File: src/rtl/serial_adder.sv
// serial_adder: bit-serial WIDTH-bit adder built from one full-adder cell
// (two half adders plus an OR) with a registered carry between bits.
// Operands are shifted LSB-first. The handshake is START/BUSY/DONE, and the
// result is held until the next operation completes.
// Optional build macro SERIAL_ADDER_SUB_EN adds the SUB input and the OVF output
// to give A-B subtraction with signed-overflow reporting.

// Half-adder cell: one sum bit and one carry bit.
module ha (
    input  logic A,
    input  logic B,
    output logic Su,
    output logic Ca
);
    assign Su = A ^ B;
    assign Ca = A & B;
endmodule

module serial_adder #(
    parameter int WIDTH = 8
) (
    input  logic             CLK,
    input  logic             RESET,
    input  logic             START,
    input  logic [WIDTH-1:0] A,
    input  logic [WIDTH-1:0] B,
    input  logic             CIN,
    output logic             BUSY,
    output logic             DONE,
    output logic [WIDTH-1:0] SUM,
    output logic             COUT
`ifdef SERIAL_ADDER_SUB_EN
    ,
    input  logic             SUB,
    output logic             OVF
`endif
);
    localparam int CW = (WIDTH > 1) ? $clog2(WIDTH) : 1;
    localparam logic [CW-1:0] LAST = CW'(WIDTH - 1);

    typedef enum logic [1:0] {
        IDLE = 2'd0,
        RUN  = 2'd1,
        FIN  = 2'd2
    } state_t;

    state_t state;
    state_t state_nx;

    logic             load;
    logic             step;
    logic             last;

    logic [WIDTH-1:0] a_sh;
    logic [WIDTH-1:0] b_sh;
    logic [WIDTH-1:0] s_sh;
    logic             carry;
    logic [CW-1:0]    cnt;

    // Full-adder cell: the first half adder combines the operand bits, and the
    // second adds the stored carry.
    logic prop;
    logic gen;
    logic carry_prop;
    logic sum_bit;
    logic carry_nx;

    ha u_ha0 (
        .A  (a_sh[0]),
        .B  (b_sh[0]),
        .Su (prop),
        .Ca (gen)
    );

    ha u_ha1 (
        .A  (prop),
        .B  (carry),
        .Su (sum_bit),
        .Ca (carry_prop)
    );

    assign carry_nx = gen | carry_prop;

    assign BUSY = (state == RUN);
    assign DONE = (state == FIN);

    // State register; reset aborts any operation in flight.
    always_ff @(posedge CLK or posedge RESET) begin
        if (RESET) begin
            state <= IDLE;
        end else begin
            state <= state_nx;
        end
    end

    // Next-state logic plus the load/step strobes for the datapath.
    always_comb begin
        state_nx = state;
        load     = 1'b0;
        step     = 1'b0;
        last     = 1'b0;
        case (state)
            IDLE: begin
                if (START) begin
                    load     = 1'b1;
                    state_nx = RUN;
                end
            end
            RUN: begin
                step = 1'b1;
                if (cnt == LAST) begin
                    last     = 1'b1;
                    state_nx = FIN;
                end
            end
            FIN: begin
                // Accepting here gives back-to-back operations with no idle gap.
                if (START) begin
                    load     = 1'b1;
                    state_nx = RUN;
                end else begin
                    state_nx = IDLE;
                end
            end
            default: begin
                state_nx = IDLE;
            end
        endcase
    end

    // Operand shifters, the inter-bit carry, the partial sum and the bit counter.
    always_ff @(posedge CLK or posedge RESET) begin
        if (RESET) begin
            a_sh  <= '0;
            b_sh  <= '0;
            s_sh  <= '0;
            carry <= 1'b0;
            cnt   <= '0;
        end else if (load) begin
            a_sh  <= A;
`ifdef SERIAL_ADDER_SUB_EN
            // Subtraction is A + ~B + 1, so CIN plays no part when SUB is set.
            b_sh  <= SUB ? ~B : B;
            carry <= SUB ? 1'b1 : CIN;
`else
            b_sh  <= B;
            carry <= CIN;
`endif
            s_sh  <= '0;
            cnt   <= '0;
        end else if (step) begin
            a_sh  <= a_sh >> 1;
            b_sh  <= b_sh >> 1;
            s_sh  <= {sum_bit, s_sh[WIDTH-1:1]};
            carry <= carry_nx;
            cnt   <= cnt + CW'(1);
        end
    end

    // Result registers change only on the final bit, so the previous result stays visible during RUN.
    always_ff @(posedge CLK or posedge RESET) begin
        if (RESET) begin
            SUM  <= '0;
            COUT <= 1'b0;
        end else if (last) begin
            SUM  <= {sum_bit, s_sh[WIDTH-1:1]};
            COUT <= carry_nx;
        end
    end

`ifdef SERIAL_ADDER_SUB_EN
    // Signed overflow: on the MSB step the stored carry is the carry into the MSB.
    always_ff @(posedge CLK or posedge RESET) begin
        if (RESET) begin
            OVF <= 1'b0;
        end else if (last) begin
            OVF <= carry ^ carry_nx;
        end
    end
`endif

endmodule
File: config.mk
export PLATFORM = sky130hd
export DESIGN_NAME = serial_adder
export DESIGN_NICKNAME = d
export VERILOG_FILES = /design/src/rtl/serial_adder.sv
export SDC_FILE = /design/constraint.sdc
export NUM_CORES = 1
export LEC_CHECK = 0
export CORE_MARGIN = 1.5
export CORE_UTILIZATION = 53
export CTS_BUF_LIST = sky130_fd_sc_hd__clkbuf_8
export DETAILED_ROUTE_END_ITERATION = 10
export PLACE_DENSITY = 0.83
export RECOVER_POWER = 25
export SLEW_MARGIN = 5
export SYNTH_ARGS = -nofsm -noshare
export SYNTH_HDL_FRONTEND = slang
export SYNTH_SLANG_ARGS = --single-unit
File: constraint.sdc
create_clock -name CLK -period 1.9 [get_ports CLK]
set_input_delay 0.38 -clock CLK [delete_from_list [all_inputs] [get_ports CLK]]
set_output_delay 0.38 -clock CLK [all_outputs]
set_load 0.02 [all_outputs]
## Word level (Yosys, flattened, before mapping)

Index checks and enable logic that the tools add are counted.

| word-level totals | value |
|---|---|
| flip-flop bits (word level) | 39 |
| bits in latches | 0 |
| bits in writable memories | 0 |
| memory bits (read-only) | 0 |
| output and inout bits | 11 |
| word-level logic and storage cells | 42 |
| memories | 0 |

| cells by class | value |
|---|---|
| $add $sub $neg | 1 |
| $mul | 0 |
| div/mod/pow operators | 0 |
| order comparisons | 0 |
| equality and inequality tests | 5 |
| shift operators | 0 |
| mux-type cells | 19 |
| bitwise gates (word level) | 5 |
| reductions and logical operators | 4 |

Operator list:

| operator | count |
|---|---|
| 8-bit two-way mux | 6 |
| 1-bit two-way mux | 8 |
| 3-bit two-way mux | 2 |
| 2-bit one-hot mux with 3 select lines | 1 |
| 2-bit two-way mux | 2 |
| 3-bit by 1-bit adder with 3-bit output, second input constant | 1 |
| 3-bit equality test, second input constant | 1 |
| 1-bit bitwise AND | 2 |
| 2-bit by 1-bit equality test with 1-bit output, second input constant | 1 |
| 2-bit equality test, second input constant | 1 |
| 2-bit zero test | 1 |
| 2-bit by 1-bit inequality test with 1-bit output, second input constant | 1 |
| 2-bit inequality test, second input constant | 1 |
| 2-bit AND reduction | 1 |
| 2-bit nonzero test | 1 |
| 2-bit OR reduction | 1 |
| 1-bit bitwise XOR | 2 |
| 1-bit OR | 1 |

## Longest topological paths before layout

| logic depth | value |
|---|---|
| depth in word-level cells | 5 |
| gate-level depth with buffers | 7 |

## Modules after synthesis

A second synthesis with hierarchy kept.

| unflattened totals | value |
|---|---|
| cells, all modules | 112 |
| area total of the unflattened synthesis | 1582.8 µm² |

By module, submodules not included:

| module | instances | cells each | area an instance (µm²) | seq. area each (µm²) |
|---|---|---|---|---|
| serial_adder | 1 | 110 | 1557.7 | 950.9 |
| ha | 2 | 1 | 12.5 | 0.0 |

## Least setup slack after synthesis

OpenSTA, ideal clock, no wires.

| timing | value |
|---|---|
| path kind | reg-to-output |
| start point | register state[1] |
| end point | output BUSY |
| arrival time | 1.034 ns |
| slack | 0.486 ns |
| cell stages (with the launch flop) | 6 |
| path buffers | 3 |
| path through | dfrtp_1 -> buf_6 -> nand2b_4 -> buf_6 -> inv_8 -> buf_2 |

| on the way | value |
|---|---|
| cells in the longest elaborated chain, start to end | 1 |

RTL lines:

| item | line | source |
|---|---|---|
| from (decl) | 47 | `state_t state;` |
| from (signal assigned) | 92 | `state <= state_nx;` |
| 2-bit by 1-bit equality test with 1-bit output | 84 | `assign BUSY = (state == RUN);` |
| to (decl) | 28 | `output logic BUSY,` |

Every way passes these cells.

## Worst setup path after layout

Same ends and word-level chain as after synthesis.

==> reports/qor.yml <==
skew_ns: 0.00286
drt_first_pass_iters: 4
clock_latency_ns: 0.28
h-tree-depth: 2
finalCriticalPeriod_ns: 1.68
max_freq_ghz: 0.594
fin_crit_sh: 0.886
die_y_um: 58.9
drt-total-wl_um: 3150
cts_setup_buffers: 0
fin_util: 0.687
diodes: 0
slew_headroom: 0.392
ios: 31
grt_pass1_wl_um: 5310
finalPower_mw: 3.50
synth_top_area_cell: "dfrtp_1"
cp-end-kind: "primary output"
vias: 1108
synth_fp_nets: 154
drc: 0
ys_top_cells_by_count: "38 x dfrtp_1, 15 x nor2_1, 14 x nor3_1, 14 x o22ai_1, 12 x a22o_1"
ant_nets: 0
maxCapViolCount: 0
critical_path_required_ns: 1.52
power_density_nw_per_um2: 1700
synth_cells: 131
placedCellCount: 189
worst_pin_slew_ns: 0.913
syn_area_per_cell_um2: 12.7
place_congestion: 0.723
cts_tree: "yes"
rsz0062_at_grt: "no"
synthTopCellsByArea: "dfrtp_1 57%, mux2_4 8.2%, a22o_1 6.3%, o22ai_1 5.3%, nor3_1 4.2%"
path_max_fanout: 6
setup_viol: 0
root_buffer: "clkbuf_8"
io_buffers: 30
num_rows: 20
die_width_um: 58.9
p_leak_nw: 0.937
yosysTopAreaCellShare: 0.574
finalHoldViolations: 0
drv_slew: 0
die_area_um2: 3470
ir_worst_vdd_mv: 1.12
overflow: 0
cp_cell_sequence: "nand2b_4 > inv_8 > dlygate4sd2_1"
cts_max_path_buffers: 2
hold_class: "reg -> reg"
core_um2: 3000
startpoint_type: "register"
critPathKind: "reg -> out"
critical-path-top-delay-family: "flip-flops"
yosys_warnings: 0
final_cells: 197
cp.arrival_ns: 1.30
critPathMaxStageDelay_ns: 0.46
synth_ff_type: "dfrtp_1"
crit_path_top_delay_cell: "dfrtp_2"
start_util: 0.552
fin_setup_tns_ns: 0
antenna_found_initial: 0
fillerInstances: 227
layout-drive-gt1-share: 0.171
wl_per_cell_um: 16.0
track_usage: 0.209
drt_iter0_markers: 14
dp_hpwl_um: 2230
crit_buf_inv: 2
status: "finished, final reports clean"
synth-seq-area-share: 0.574
cts_made_buffers: 5
synth-async-reset-ratio: 1.00
ys_seq_elements: 38
synthMostInstantiatedCell: "dfrtp_1"
clk_pin_slew_ns: 0.07
synth_edf_count: 0
grt_max_degree: 39
cts_hold_buf: 0
synth_cell_types: 24
grt_pass1_vias: 1161
nNetsFinal: 186
synth_area_um2: 1660
areaGrowthSynthToFinish_pct: 24.4
clock_sinks: 38
avgViaCountPerCell: 5.62
-- flip-flops by register name (all words and copies together) (netlist names) --
name / flops
state: 2
COUT: 1
carry: 1
SUM: 8
a_sh: 8
cnt: 3
b_sh: 8
s_sh: 7
-- power by group --
| part | switching (mW) | internal (mW) |
|---|---|---|
| Clock | 0.262 | 0.287 |
| Combinational | 0.714 | 0.780 |
| Sequential | 0.273 | 1.18 |
-- worst reg2reg max path, delay by kind of cell (launching register included) --
kind	cells	cell delay, ns
DFF	1	0.46
and+or+nand+nor	2	0.33
buffers and inverters	2	0.33
muxes	1	0.32
-- layout by cell type (no fill, tap or decap), drive strengths merged --
cell type and n:
inv 4, fa 1, clkbuf 7, ha 2, nor2b 3, a22o 12, dfrtp 38, a21oi 1
dlygate4sd3 1, nor2 16, clkdlybuf4s50 27, xnor2 1, dlymetal6s2s 1, a211oi 1, clkinv 1, nand2 1
nor3 14, dlygate4sd2 1, o22ai 14, nand2b 2, buf 3, mux2 11, o21ai 1, mux2i 1
-- area by class of cell --
type | instances | area (µm²) | share of cell area
flip-flops and latches | 38 | 953 | 0.462
multi-input cells | 81 | 628 | 0.305
repair buffers | 34 | 329 | 0.160
clock buffers | 6 | 82.6 | 0.0400
well taps | 33 | 41.3 | 0.0200
inverters | 3 | 18.8 | 0.00910
clock inverters | 2 | 8.76 | 0.00425
-- through the flow --
| step | cell area, µm² | hold WS (ns) | setup WS, ns |
|---|---|---|---|
| 6_report | 2060 | 0.512 | 0.216 |
| 5_1_grt | 2060 | 0.532 | 0.156 |
| 4_1_cts | 2060 | 0.517 | 0.00808 |
| 3_5_place_dp | 1970 | 0.496 | 0.151 |
| 3_3_place_gp | 1970 | 0.486 | 0.213 |
| 2_1_floorplan | 1660 | 0.466 | 0.486 |
-- final timing paths --
kind | start | endpoint | slack [ns] | depth (start not counted)
max | state[1]$_DFFE_PP0P_ | BUSY | 0.22 | 3
min | SUM[3]$_DFFE_PP0P_ | SUM[3]$_DFFE_PP0P_ | 0.51 | 1
max reg2reg | state[1]$_DFFE_PP0P_ | COUT$_DFFE_PP0P_ | 0.35 | 5
min reg2reg | SUM[3]$_DFFE_PP0P_ | SUM[3]$_DFFE_PP0P_ | 0.51 | 1
max in group asynchronous | RESET | state[0]$_DFFE_PP0P_ | 0.47 | 3
min in group asynchronous | RESET | s_sh[5]$_DFFE_PP0P_ | 0.81 | 3
-- per-layer routing --
| metal | up-vias | track usage | wire length (µm) |
|---|---|---|---|
| met5 | - | 0 | 0 |
| met4 | 0 | 0.0779 | 55 |
| met3 | 7 | 0.0681 | 135 |
| met2 | 26 | 0.341 | 1560 |
| met1 | 537 | 0.259 | 1390 |
| li1 | 538 | - | - |
-- logic make-up (layout without fill, tap and decap cells) --
| logic type | count (synthesis) | count (layout) | synth area share |
|---|---|---|---|
| simple gates | 36 | 36 | 0.118 |
| xor+xnor | 1 | 1 | 0.00528 |
| flops | 38 | 38 | 0.574 |
| compound gates | 29 | 29 | 0.127 |
| buf+inv | 12 | 45 | 0.0475 |
| mux | 12 | 12 | 0.101 |
| fa+ha+maj | 3 | 3 | 0.0272 |
-- what timing repair did --
action | 4_1_cts | 5_1_grt
resized for setup | 3 | 1
pin swaps | 0 | 0
setup endpoints to repair | 2 | 1
Power figures use the tool's default switching activity.
